[config.mk]
export PLATFORM = sky130hd
export DESIGN_NAME = vrased_reset_ctrl
export DESIGN_NICKNAME = d
export VERILOG_FILES = /design/src/rtl/vrased_reset_ctrl.sv
export SDC_FILE = /design/constraint.sdc
export NUM_CORES = 1
export LEC_CHECK = 0
export ABC_AREA = 1
export CORE_MARGIN = 3
export CORE_UTILIZATION = 30
export DETAILED_ROUTE_END_ITERATION = 7
export PLACE_DENSITY = 0.59
export SYNTH_ARGS = -nofsm -noshare
export SYNTH_HDL_FRONTEND = slang
export SYNTH_SLANG_ARGS = --single-unit
export TNS_END_PERCENT = 100
[constraint.sdc]
create_clock -name clk -period 1.22 [get_ports clk]
set_input_delay 0.122 -clock clk [delete_from_list [all_inputs] [get_ports clk]]
set_output_delay 0.122 -clock clk [all_outputs]
set_load 0.02 [all_outputs]
[src/rtl/vrased_reset_ctrl.sv]
// vrased_reset_ctrl: merges monitor violation requests into a held system
// reset, releases only at the reset handler, and records violation causes.
module vrased_reset_ctrl #(
  parameter int          N_SRC         = 4,
  parameter int          HOLD_CYCLES   = 8,
  parameter int          CNT_W         = 8,
  parameter logic [15:0] RESET_HANDLER = 16'h0000
) (
  input  logic             clk,
  input  logic             reset_n,
  input  logic [15:0]      pc,
  input  logic [N_SRC-1:0] viol_req,
  input  logic             cause_clr,
  output logic             sys_reset,
  output logic [N_SRC-1:0] cause,
  output logic [N_SRC-1:0] last_cause,
  output logic [CNT_W-1:0] viol_cnt,
  output logic [1:0]       state_o
);

  localparam int HW =
    (HOLD_CYCLES > 1) ? $clog2(HOLD_CYCLES) : 1;
  localparam logic [HW-1:0] HOLD_LD =
    HW'(HOLD_CYCLES - 1);
  localparam logic [CNT_W-1:0] CNT_MAX = '1;

  typedef enum logic [1:0] {
    ST_RUN  = 2'b00,
    ST_KILL = 2'b01,
    ST_WAIT = 2'b10,
    ST_BAD  = 2'b11
  } state_t;

  state_t          state;
  logic [HW-1:0]   hold_cnt;
  logic            any_req;
  logic            pc_hit;

  assign any_req   = |viol_req;
  assign pc_hit    = (pc == RESET_HANDLER);
  assign sys_reset = (state != ST_RUN);
  assign state_o   = state;

  // Episode FSM: hold timer, last-cause capture and violation count.
  always_ff @(posedge clk or negedge reset_n) begin
    if (!reset_n) begin
      state      <= ST_KILL;
      hold_cnt   <= HOLD_LD;
      last_cause <= '0;
      viol_cnt   <= '0;
    end else begin
      unique case (state)
        ST_RUN: begin
          if (any_req) begin
            state      <= ST_KILL;
            hold_cnt   <= HOLD_LD;
            last_cause <= viol_req;
            if (viol_cnt != CNT_MAX)
              viol_cnt <= viol_cnt + CNT_W'(1);
          end
        end
        ST_KILL: begin
          if (any_req) begin
            hold_cnt <= HOLD_LD;
          end else if (hold_cnt == '0) begin
            state <= ST_WAIT;
          end else begin
            hold_cnt <= hold_cnt - HW'(1);
          end
        end
        ST_WAIT: begin
          if (any_req) begin
            state    <= ST_KILL;
            hold_cnt <= HOLD_LD;
          end else if (pc_hit) begin
            state <= ST_RUN;
          end
        end
        default: begin
          state    <= ST_KILL;
          hold_cnt <= HOLD_LD;
        end
      endcase
    end
  end

  // Sticky cause: accumulates always, clear only honoured while running.
  always_ff @(posedge clk or negedge reset_n) begin
    if (!reset_n) begin
      cause <= '0;
    end else if (state == ST_RUN && cause_clr) begin
      cause <= viol_req;
    end else begin
      cause <= cause | viol_req;
    end
  end

endmodule

==> qor.yml, run 1 <==
rsz0062_at_grt: "true"
ant_nets: 0
startpoint: "state_o[0]"
hold_viol_final: 0
crit_path_end_kind: "flop"
fin_nets: 241
final-max-slew-violation-count: 0
layout_setup_ws_ns: -0.09337
drt_iter0_markers: 41
grt_pass1_wl_um: 5057
routed_wirelength_um: 2877
dieArea_um2: 4831
required_ns: 1.42
antenna-diode-count: 0
setup_viol: 5
grt_pass1_vias: 1185
via_per_inst: 4.454
dieHeight_um: 69.51
power_density_nw_per_um2: 736.8
wl_per_cell_um: 10.98
path_max_fanout: 5
hold_path.class: "in -> async"
leakage_nw: 0.9279
numClockSinks: 21
cts_tree: "built"
tightest_slew_ns: 0.2831
cts-root-buf: "clkbuf_8"
grtUsageTotal_pct: 12.54
io_buffers: 41
clockBufferDepth: 2
ys_types: 21
rr_worst_depth: 8
netlist_instances: 157
path_clk_slew_ns: 0.08
ys_ff_latch: 21
core_area_um2: 3771
cts_made_buffers: 3
layout.cells.most_common: "nand2_1"
mostFrequentLayoutCells: "57 x nand2_1, 22 x clkdlybuf4s50_1, 18 x inv_1, 17 x dlygate4sd2_1, 15 x dfrtp_1"
final.period_utilization_pct: 107.7
area_growth_pct: 53.26
vias: 1167
dr.pass1.iters: 4
clock_skew_ns: 0.007857
num_rows: 22
yosysWarnings: 0
avgSynthCellArea_um2: 7.706
synth_area_um2: 1210
synth_fp_nets: 183
htreeDepth: 1
place_congestion: 0.8512
dp_slack_ns: -0.1557
ir_worst_vdd_mv: 0.5596
slew_headroom_pct: 81.11
cp.arrival_ns: 1.51
grt_max_degree: 22
start_kind: "flop"
violations: "setup timing"
antenna_found_initial: 0
maxCapViolCount: 0
path_class: "reg -> reg"
die_x_um: 69.51
reg2reg_from: "state_o[0]"
initial_core_util_pct: 32.08
drcViolationCount: 0
status: "finished, violations left"
ioPinCount: 42
clk_latency_ns: 0.26
grt_overflow: 0
fin_util_pct: 49.17
min_period_ns: 1.313
dpl.hpwl_um: 2314
drive_above_1_share_pct: 22.90
fmax_mhz: 761.4
yosysSeqAreaShare_pct: 43.85
## through the flow
step / power [mW] / TNS (ns) / cells / hold slack [ns] / instance area [um^2]
after global routing: 1.446 / -1.223 / 262 / 0.2382 / 1854
after detailed placement: 0.9287 / -2.194 / 256 / 0.4625 / 1770
after global placement: 0.9252 / -1.858 / 256 / 0.4530 / 1770
after CTS: 1.389 / -0.4649 / 260 / 0.2105 / 1824
after floorplan: 0.8165 / 0 / 157 / -0.1736 / 1225
final: 1.366 / -0.2474 / 262 / 0.1999 / 1854
## synth_stat cells, drive strengths merged
library cell,instances,area (um^2)
inv,23,86.33
nand3b,1,7.510
dfstp,4,105.1
xnor2,2,17.52
nand4,4,31.28
o21ai,9,45.04
xor2,2,17.52
nor2,22,120.1
nand2,62,252.7
ha,3,37.54
dfrtp,17,425.4
nand3,7,47.55
a21oi,1,16.27
## state kept, by name (all words and copies together) (netlist names)
register	flops
cause	4
hold_cnt	3
last_cause	4
state_o	2
viol_cnt	8
## power breakdown
part	switching (mW)	internal, mW	total (mW)
Clock	0.216	0.232	0.448
Combinational	0.0838	0.0977	0.181
Sequential	0.0111	0.726	0.737
Total	0.311	1.06	1.37
## path summary, 6_finish.rpt
| path | end | slack [ns] |
|---|---|---|
| setup / recovery | hold_cnt[1] | -0.09 |
| max in group asynchronous | hold_cnt[1] | 0.74 |
| hold / removal | state_o[1] | 0.20 |
| min in group clk | hold_cnt[0] | 0.46 |
| setup reg to reg | hold_cnt[1] | -0.09 |
| hold reg to reg | hold_cnt[0] | 0.46 |
## worst max-delay path, stage by stage, from the launching register on
cell     delay [ns]
dfstp_2        0.55
buf_6          0.09
buf_6          0.09
inv_2          0.03
nor2_4         0.13
nand4_4        0.16
nand2_2        0.10
nand2_1        0.05
nand2_1        0.06
## timing repair
item	CTS	global route
setup buffers	0	2
pin swaps	2	9
endpoints found under the setup margin	24	15
endpoints found under the hold margin	0	0
hold buffers	0	0
gates resized for setup	31	10
## layout make-up
class,count,area (um^2)
fillers,365,1917
multi-input cells,113,639.4
flip-flops and latches,21,533.0
repair buffers,53,490.5
inverters,23,86.33
well taps,48,60.06
clock buffers,4,45.04
## routing by layer
metal  part of all wire, %  vias to the layer above  global-route usage (%)
met4                     0                        0                   1.735
met2                    50                       28                   22.14
met1                    45                      547                   15.51
met5                     0                        -                       0
met3                   4.1                        0                   3.478
li1                      -                      592                       -
## kinds of logic (layout without fill, tap and decap cells)
group	Yosys count	after routing	synth area share, %
AND/OR/NAND/NOR	96	96	37.95
adder cells (fa/ha/maj)	3	3	3.103
flip-flops	21	21	43.85
AO/OA/AOI/OAI	10	10	5.067
XOR/XNOR	4	4	2.896
buffers and inverters	23	80	7.135
No activity file was read; power rests on OpenSTA's default activity.
==> run 2, diff against run 1 <==
- HOLD_SLACK_MARGIN: unset -> 0.15
==> results of run 2 <==
The final DEF is identical to that of run 1; final timing and power are the same.
==> run 3, diff against run 2 <==
- TNS_END_PERCENT: 100 -> 50
==> run 3 against run 2 <==
  * The flow still finishes with violations (setup timing)
  * Sequential power about the same
  * Worst hold slack worse by 0.00091 ns
  * Combinational power about the same
  * Routed wire length down 0.52%
  * Die area unchanged
  * Global-route usage about the same
  * Critical path depth unchanged
  * Via count down 1.0%
  * Cell count unchanged
  * Clock power about the same
  * Flip-flop and latch count unchanged
  * Clock-buffer cell count unchanged
==> qor.yml, run 3 (synthesized netlist as in run 1, its figures left out) <==
cp.arrival_ns: 1.50
largest_reg_flops: 8
place_congestion: 0.8512
hold_viol_final: 0
leakage_nw: 0.9163
maxCapViolCount: 0
status: "finished, violations left"
grt_max_degree: 22
layout.cells.most_common: "nand2_1"
drcViolationCount: 0
final.period_utilization_pct: 107.0
combPwrFrac_pct: 13.1
power_switching_mw: 0.3090
rr_endpoint: "hold_cnt[1]"
ant_nets: 0
die_x_um: 69.51
io_buffers: 41
htreeDepth: 1
ir_worst_vdd_mv: 0.5567
dp.cells: 256
rsz0062_at_grt: "true"
min_period_ns: 1.305
ioPinCount: 42
clock_skew_ns: 0.007634
regMostFlops: "viol_cnt"
drive_above_1_share_pct: 21.50
p_clk_share_pct: 32.7
crit_chain: "buf_6 -> buf_6 -> inv_2 -> nor2_4 -> nand4_4 -> nand2_2 -> nand2_1 -> nand2_1"
rr_worst_depth: 8
final_cell_area_um2: 1842
path_max_fanout: 5
tightest_slew_ns: 0.2833
drt_iter0_markers: 45
wl_per_cell_um: 10.92
fin_nets: 241
hold_path.class: "in -> async"
startpoint: "state_o[0]"
power_density_nw_per_um2: 740.8
crit_path_end: "hold_cnt[1]"
reg2reg_from: "state_o[0]"
largestRegisters: "viol_cnt x8, cause x4, last_cause x4"
start_kind: "flop"
via_per_inst: 4.408
required_ns: 1.42
antenna-diode-count: 0
cts-root-buf: "clkbuf_8"
num_rows: 22
violations: "setup timing"
max_stage_delay_ns: 0.55
routed_wirelength_um: 2862
fin_cells: 262
switching_share_pct: 22.65
grt_pass1_vias: 1188
area_growth_pct: 52.22
placed_cell_area_um2: 1770
clockBufferDepth: 2
grt_overflow: 0
p_int_mw: 1.055
setup_viol: 5
mostFrequentLayoutCells: "58 x nand2_1, 22 x clkdlybuf4s50_1, 18 x inv_1, 17 x dlygate4sd2_1, 15 x dfrtp_1"
grt_pass1_wl_um: 5064
antenna_found_initial: 0
crit_path_end_kind: "flop"
grtUsageTotal_pct: 12.51
fmax_mhz: 766.1
seqPwrFrac_pct: 54.2
vias: 1155
clk_latency_ns: 0.26
final-max-slew-violation-count: 0
core_area_um2: 3771
totalPowerFinal_mw: 1.364
layout_setup_ws_ns: -0.08526
dpl.hpwl_um: 2314
initial_core_util_pct: 32.08
path_class: "reg -> reg"
critPathSlowestCell: "dfstp_2"
numClockSinks: 21
r2r_setup_slack_ns: -0.09
dr.pass1.iters: 4
cts_hold_buffers: 0
cts_made_buffers: 3
path_clk_slew_ns: 0.08
slew_headroom_pct: 81.09
dieArea_um2: 4831
dieHeight_um: 69.51
cts_tree: "built"
## run 3: critical path: cells and delay by family, from the launching register on
family,cells,cell delay [ns]
simple gates,5,0.48
buf+inv,3,0.22
flops,1,0.55
## run 3: final cells by class
cell class | count | area [um^2]
inverters | 23 | 86.33
repair buffers | 53 | 490.5
fillers | 363 | 1929
flip-flops and latches | 21 | 533.0
multi-input cells | 113 | 626.9
clock buffers | 4 | 45.04
well taps | 48 | 60.06
## run 3: timing repair
action	4_1_cts	5_1_grt
setup endpoints to repair	24	15
setup buffers	0	2
gates cloned	0	0
gates resized for setup	27	11
pin swaps	2	3
hold endpoints to repair	0	0
## run 3: metrics by stage
step	util (%)	setup TNS [ns]	hold WS (ns)	setup slack, ns
2_1_floorplan	-	0	-0.1736	0.005872
3_3_place_gp	46.95	-1.858	0.4530	-0.1542
3_5_place_dp	46.95	-2.194	0.4625	-0.1557
4_1_cts	47.98	-0.4902	0.2105	-0.1453
5_1_grt	48.84	-1.219	0.2382	-0.1558
6_report	48.84	-0.2140	0.1989	-0.08526
## run 3: routing by layer
metal / part of all wire [%] / track usage, % / wire, um / vias up
li1: - / - / - / 593
met1: 46 / 15.60 / 1322 / 536
met2: 50 / 22.03 / 1423 / 26
met3: 4.0 / 3.478 / 115 / 0
met4: 0 / 1.518 / 0 / 0
met5: 0 / 0 / 0 / -
## run 3: worst min path at each step
stage / from / to / slack, ns / depth (start not counted)
finish: reset_n / state_o[1] / 0.20 / 2
global route: reset_n / state_o[1] / 0.24 / 2
CTS: reset_n / state_o[1] / 0.21 / 2
detailed placement: hold_cnt[1] / hold_cnt[1] / 0.46 / 2
global placement: hold_cnt[1] / hold_cnt[1] / 0.45 / 2
floorplan: reset_n / cause[0] / -0.17 / 0
## run 3: power by group through the flow
stage          Clock, mW  Sequential [mW]  Combinational [mW]
2_1_floorplan          0            0.752              0.0648
3_3_place_gp           0            0.750               0.175
3_5_place_dp           0            0.749               0.180
4_1_cts            0.466            0.737               0.180
5_1_grt            0.499            0.744               0.205
6_report           0.446            0.740               0.179
